[src/rtl/block_interleaver_pp.sv]
// rtl/block_interleaver_pp.sv - ping-pong ROWSxCOLS row-in/column-out block interleaver
// Optional feature macro: INTLV_FRAME_CNT_EN adds the frame_cnt output (completed output blocks).
module block_interleaver_pp #(
    parameter int DATA_W = 8,
    parameter int ROWS   = 3,
    parameter int COLS   = 4
) (
    input  logic              clk,
    input  logic              reset,
    input  logic              s_valid,
    output logic              s_ready,
    input  logic [DATA_W-1:0] s_data,
    output logic              m_valid,
    input  logic              m_ready,
    output logic [DATA_W-1:0] m_data,
    output logic              m_sof
`ifdef INTLV_FRAME_CNT_EN
    ,
    output logic [15:0]       frame_cnt
`endif
);

    localparam int N  = ROWS * COLS;
    localparam int RW = $clog2(ROWS);
    localparam int CW = $clog2(COLS);
    localparam int AW = $clog2(2 * N);

    localparam logic [RW-1:0] ROW_LAST = RW'(ROWS - 1);
    localparam logic [CW-1:0] COL_LAST = CW'(COLS - 1);

    // Both banks share one array: bank b occupies entries [b*N, b*N+N-1].
    logic [DATA_W-1:0] r_mem [0:2*N-1];

    logic          r_wr_bank;
    logic          r_rd_bank;
    logic [RW-1:0] r_wr_row;
    logic [CW-1:0] r_wr_col;
    logic [RW-1:0] r_rd_row;
    logic [CW-1:0] r_rd_col;
    logic [1:0]    r_full;

    logic          w_wr_fire;
    logic          w_rd_fire;
    logic          w_wr_last;
    logic          w_rd_last;
    logic [AW-1:0] w_wr_addr;
    logic [AW-1:0] w_rd_addr;
    logic [1:0]    w_full_nxt;

    assign s_ready   = !r_full[r_wr_bank];
    assign m_valid   = r_full[r_rd_bank];
    assign w_wr_fire = s_valid && s_ready;
    assign w_rd_fire = m_valid && m_ready;
    assign w_wr_last = w_wr_fire && (r_wr_row == ROW_LAST) && (r_wr_col == COL_LAST);
    assign w_rd_last = w_rd_fire && (r_rd_row == ROW_LAST) && (r_rd_col == COL_LAST);

    // Row-major cell index for both sides; the reader walks it column-major via its counters.
    assign w_wr_addr = AW'(int'(r_wr_bank) * N + int'(r_wr_row) * COLS + int'(r_wr_col));
    assign w_rd_addr = AW'(int'(r_rd_bank) * N + int'(r_rd_row) * COLS + int'(r_rd_col));

    // Output data is zero whenever nothing is offered; the bank being read cannot be written, so it holds under stall.
    assign m_data = m_valid ? r_mem[w_rd_addr] : '0;
    assign m_sof  = m_valid && (r_rd_row == '0) && (r_rd_col == '0);

    // Full-flag update: writer marks its bank full on the last cell, reader frees its bank on the last cell.
    always_comb begin
        w_full_nxt = r_full;
        if (w_wr_last) begin
            w_full_nxt[r_wr_bank] = 1'b1;
        end
        if (w_rd_last) begin
            w_full_nxt[r_rd_bank] = 1'b0;
        end
    end

    // Symbol storage; contents are deliberately not reset.
    always_ff @(posedge clk) begin
        if (w_wr_fire) begin
            r_mem[w_wr_addr] <= s_data;
        end
    end

    // Write pointer: column counter inner, row counter outer, bank toggles after the last cell.
    always_ff @(posedge clk or posedge reset) begin
        if (reset) begin
            r_wr_bank <= 1'b0;
            r_wr_row  <= '0;
            r_wr_col  <= '0;
        end else if (w_wr_fire) begin
            if (r_wr_col == COL_LAST) begin
                r_wr_col <= '0;
                if (r_wr_row == ROW_LAST) begin
                    r_wr_row  <= '0;
                    r_wr_bank <= ~r_wr_bank;
                end else begin
                    r_wr_row <= r_wr_row + RW'(1);
                end
            end else begin
                r_wr_col <= r_wr_col + CW'(1);
            end
        end
    end

    // Read pointer: row counter inner, column counter outer, bank toggles after the last cell.
    always_ff @(posedge clk or posedge reset) begin
        if (reset) begin
            r_rd_bank <= 1'b0;
            r_rd_row  <= '0;
            r_rd_col  <= '0;
        end else if (w_rd_fire) begin
            if (r_rd_row == ROW_LAST) begin
                r_rd_row <= '0;
                if (r_rd_col == COL_LAST) begin
                    r_rd_col  <= '0;
                    r_rd_bank <= ~r_rd_bank;
                end else begin
                    r_rd_col <= r_rd_col + CW'(1);
                end
            end else begin
                r_rd_row <= r_rd_row + RW'(1);
            end
        end
    end

    // Bank occupancy flags.
    always_ff @(posedge clk or posedge reset) begin
        if (reset) begin
            r_full <= 2'b00;
        end else begin
            r_full <= w_full_nxt;
        end
    end

`ifdef INTLV_FRAME_CNT_EN
    logic [15:0] r_frame_cnt;

    // Completed output block counter, wraps naturally at 16 bits.
    always_ff @(posedge clk or posedge reset) begin
        if (reset) begin
            r_frame_cnt <= 16'h0000;
        end else if (w_rd_last) begin
            r_frame_cnt <= r_frame_cnt + 16'h0001;
        end
    end

    assign frame_cnt = r_frame_cnt;
`endif

endmodule
[config.mk]
export PLATFORM = sky130hd
export DESIGN_NAME = block_interleaver_pp
export DESIGN_NICKNAME = d
export VERILOG_FILES = /design/src/rtl/block_interleaver_pp.sv
export SDC_FILE = /design/constraint.sdc
export NUM_CORES = 1
export LEC_CHECK = 0
export CORE_UTILIZATION = 53
export CTS_CLUSTER_DIAMETER = 200
export DETAILED_ROUTE_END_ITERATION = 8
export HOLD_SLACK_MARGIN = 0.02
export PLACE_DENSITY = 0.71
export SLEW_MARGIN = 20
export SYNTH_ARGS = -nofsm -noshare
export SYNTH_HDL_FRONTEND = slang
export SYNTH_SLANG_ARGS = --single-unit
[constraint.sdc]
create_clock -name clk -period 2.7 [get_ports clk]
set_input_delay 0.405 -clock clk [delete_from_list [all_inputs] [get_ports clk]]
set_output_delay 0.405 -clock clk [all_outputs]
set_load 0.005 [all_outputs]
==> impl_results.md <==
- Drt drc: 0
- IO Pins: 23
- Status: finished with violations
- Initial antenna violation count: 0
- Fin area: 9980 µm²
- Die area: about 16000 µm²
- Req. time, crit path: 2.30 ns
- Reg2reg start: r_wr_row[0]
- P&R area growth vs syn: 19.3%
- Static Leak: 3.56 nW
- Total wire length: between 15000 and 20000 µm
- Failing checks: setup timing
- Worst Skew: 0.0122 ns
- Setup violators final: 8
- Total track usage: 22.7%
- Max-Cap Viols: 0
- Critical path endpoint: m_data[1]
- Die X: 128 µm
- Setup TNS: -2.61 ns
- Measured slew at the worst slew-check pin: approximately 0.92 ns
- Post-DRT Antenna Nets: 0
- # port buffers: 22
- Cell accounting for the most synthesized area: edfxtp_1
- FP Rows: 45
- Final hold slack: ~0.23 ns
- Initial DRC count: 306
- Max-Slew Margin vs Limit: between 30% and 40%
- Fmax: about 320 MHz
- Pre-CTS setup slack: -0.296 ns
- Worst-case clock buffer depth: 3
- Pins over their slew limit: 0
- Largest net degree at the start of global routing: 25
- Via density: a little under 6
- First-pass GRT wire length: 26500 µm
- Hold Path Class: input port to async pin
- Syn. warnings: 0
- CTS tree: done
- Fill count: about 1100
- Fraction of registers with async set or reset after synthesis: just under 6%
- Setup ws final: -0.391 ns
- Final net count: between 500 and 600
- HPWL Detailed: roughly 11000 µm
- Dominant cells by area after synthesis: edfxtp_1 69%, mux4_1 8.8%, dfrtp_1 3.6%
- Mapped Avg Cell Area: 19.9 µm²
- R2R Setup Slk: 0.28 ns
- Overall power: approximately 11 mW
- Sequential area share after synthesis: between 70 and 80%
- CTS H-tree lvls: 1
- RSZ-0062 raised after global routing: true
- Vias in the first global route: ~4500
- Yosys reg bits: between 200 and 250
- Post-synthesis cell area: approximately 8400 µm²
- Critical Path Start Type: register
- Distinct cells, synth: 46
- Worst vdd ir: ~0.00052 V
- FF-to-FF End: r_mem[17][6]
- ANT cells: 0
- CTS sink cnt: ~200
- Min Tclk post-route: between 3 and 4 ns
- CTS root buffer: clkbuf_16
- First-pass detailed-route iteration total: 4
- Critical path type: register to output pin
- Final Util: between 60% and 70%
- Syn Inst Count: 420
- Period utilization: 114%
- DR WL/cell: 23.5 µm
- Core Area: approximately 15000 µm²
- Final hold viol count: 0
- Post-synth net total: between 400 and 500
- Initial Util: ~55%
- Gr ovfl total: 0
- Die Y-Extent: roughly 130 µm
- Post-synth EDFFs: approximately 190
- PD cells: between 1000 and 1500 nW/µm²
- Vias: ~4300
- Clock Latency Late Sink: ~0.5 ns
- Worst Setup End Kind: output pin
- Final std cells w/o fill: 735
- Placed cell areas: between 9000 and 10000 µm²
- Layout cell share with drive strength beyond 1: ~28%
- Crit-path max FO: 4
- Worst-case reg-to-reg path depth: 5
- Gp weighted congestion: approximately 0.82
- Top-area cell type share of the netlist area: between 60% and 70%
- Critical Path AT: between 2 and 3 ns
- CTS Buf Count: 21
- Top FF cell, synth: edfxtp_1
- Crit. Startpoint: r_rd_row[0]
- Clock-pin slew on the worst setup and hold paths: 0.06 ns
- # placed instances: 690
cell usage after synthesis (2+ instances only):
cell type  number
nor2b_1         4
ha_1            8
mux4_1         28
nor3b_1         2
nand3_1         6
o221ai_1        4
clkbuf_8        3
mux4_2         13
xnor2_1         2
buf_6           5
o21ai_0         4
inv_1           8
nor2_1         31
inv_2           2
nor3_1          2
a22oi_1         2
nand2_1        18
mux2i_1        30
buf_2           4
a21o_1          4
mux2_2          7
o22ai_1         2
a2111oi_0       2
nand3b_1        2
clkbuf_1        2
or3b_2          2
fa_1            2
edfxtp_1      192
dfrtp_1        12
worst min-delay path by stage:
| stage | end | depth (start not counted) |
|---|---|---|
| after floorplan | r_full[0] | 1 |
| after global placement | r_wr_row[0] | 1 |
| after detailed placement | r_full[0] | 1 |
| after CTS | r_wr_col[1] | 2 |
| after global routing | r_wr_col[0] | 2 |
| final | r_full[0] | 2 |
area by class of cell:
class / instances / area, µm² / share of cell area, %
Sequential cell: 204 / 6070 / 60.8
Timing Repair Buffer: 83 / 763 / 7.65
Multi-Input combinational cell: 191 / 2200 / 22.0
Inverter: 10 / 42.5 / 0.426
Clock inverter: 13 / 108 / 1.08
Clock buffer: 23 / 533 / 5.34
Tap cell: 211 / 264 / 2.65
registers in the layout (all words and copies together) (netlist names):
register and cells:
r_wr_row 2, r_rd_row 2, r_mem 192, r_wr_col 2
r_rd_col 2, r_full 2, r_wr_bank 1, r_rd_bank 1
kinds of logic after synthesis:
| kind of cell | after synthesis | synth area share (%) |
|---|---|---|
| buffers and inverters | 25 | 2.03 |
| xor gates and xnor gates | 2 | 0.209 |
| DFF | 204 | 72.5 |
| muxes | 78 | 16.8 |
| adders and majority gates | 10 | 1.68 |
| and+or+nand+nor | 73 | 4.14 |
| AOI/OAI and AO/OA | 28 | 2.57 |
worst max-delay path: stages, from the launching register on:
cell and delay (ns):
dfrtp_1 0.39, ha_2 0.19, inv_2 0.05, fa_2 0.49, buf_6 0.17, buf_6 0.11, nor3b_2 0.16, buf_4 0.16
buf_12 0.11, buf_8 0.11, nand2_2 0.05, o221ai_2 0.06, buf_2 0.14
placed cells by master (no fill, tap or decap), types with 7 or more instances in the layout:
cell | synthesis | layout
edfxtp_1 | 192 | 192
buf_4 | 1 | 47
dfrtp_1 | 12 | 11
ha_1 | 8 | 7
buf_12 | 0 | 8
mux4_2 | 13 | 16
clkdlybuf4s50_1 | 0 | 13
buf_2 | 4 | 8
clkbuf_16 | 0 | 21
inv_1 | 8 | 7
nor2_1 | 31 | 31
mux2i_1 | 30 | 29
mux4_1 | 28 | 25
nand2_1 | 18 | 13
timing repair:
item                                    CTS  global route
hold buffers                              0             0
endpoints found under the setup margin    9             8
gates resized for setup                  64             2
setup buffers                             9             0
pin swaps                                 6             1
hold endpoints to repair                  0             0
report_power, final:
part | total [mW] | switching, mW | internal [mW]
clock network | 2.70 | 1.17 | 1.53
logic | 4.57 | 2.27 | 2.30
registers | 3.96 | 0.140 | 3.82
total | 11.2 | 3.58 | 7.65
routing by layer:
layer | vias up | global-route usage [%] | wire length [µm]
met4 | 0 | 7.75 | 391
met5 | - | 0 | 0
met3 | 31 | 3.06 | 1110
met1 | 2191 | 30.4 | 7000
met2 | 131 | 39.0 | 8800
li1 | 1905 | - | -
Power figures use the tool's default switching activity.
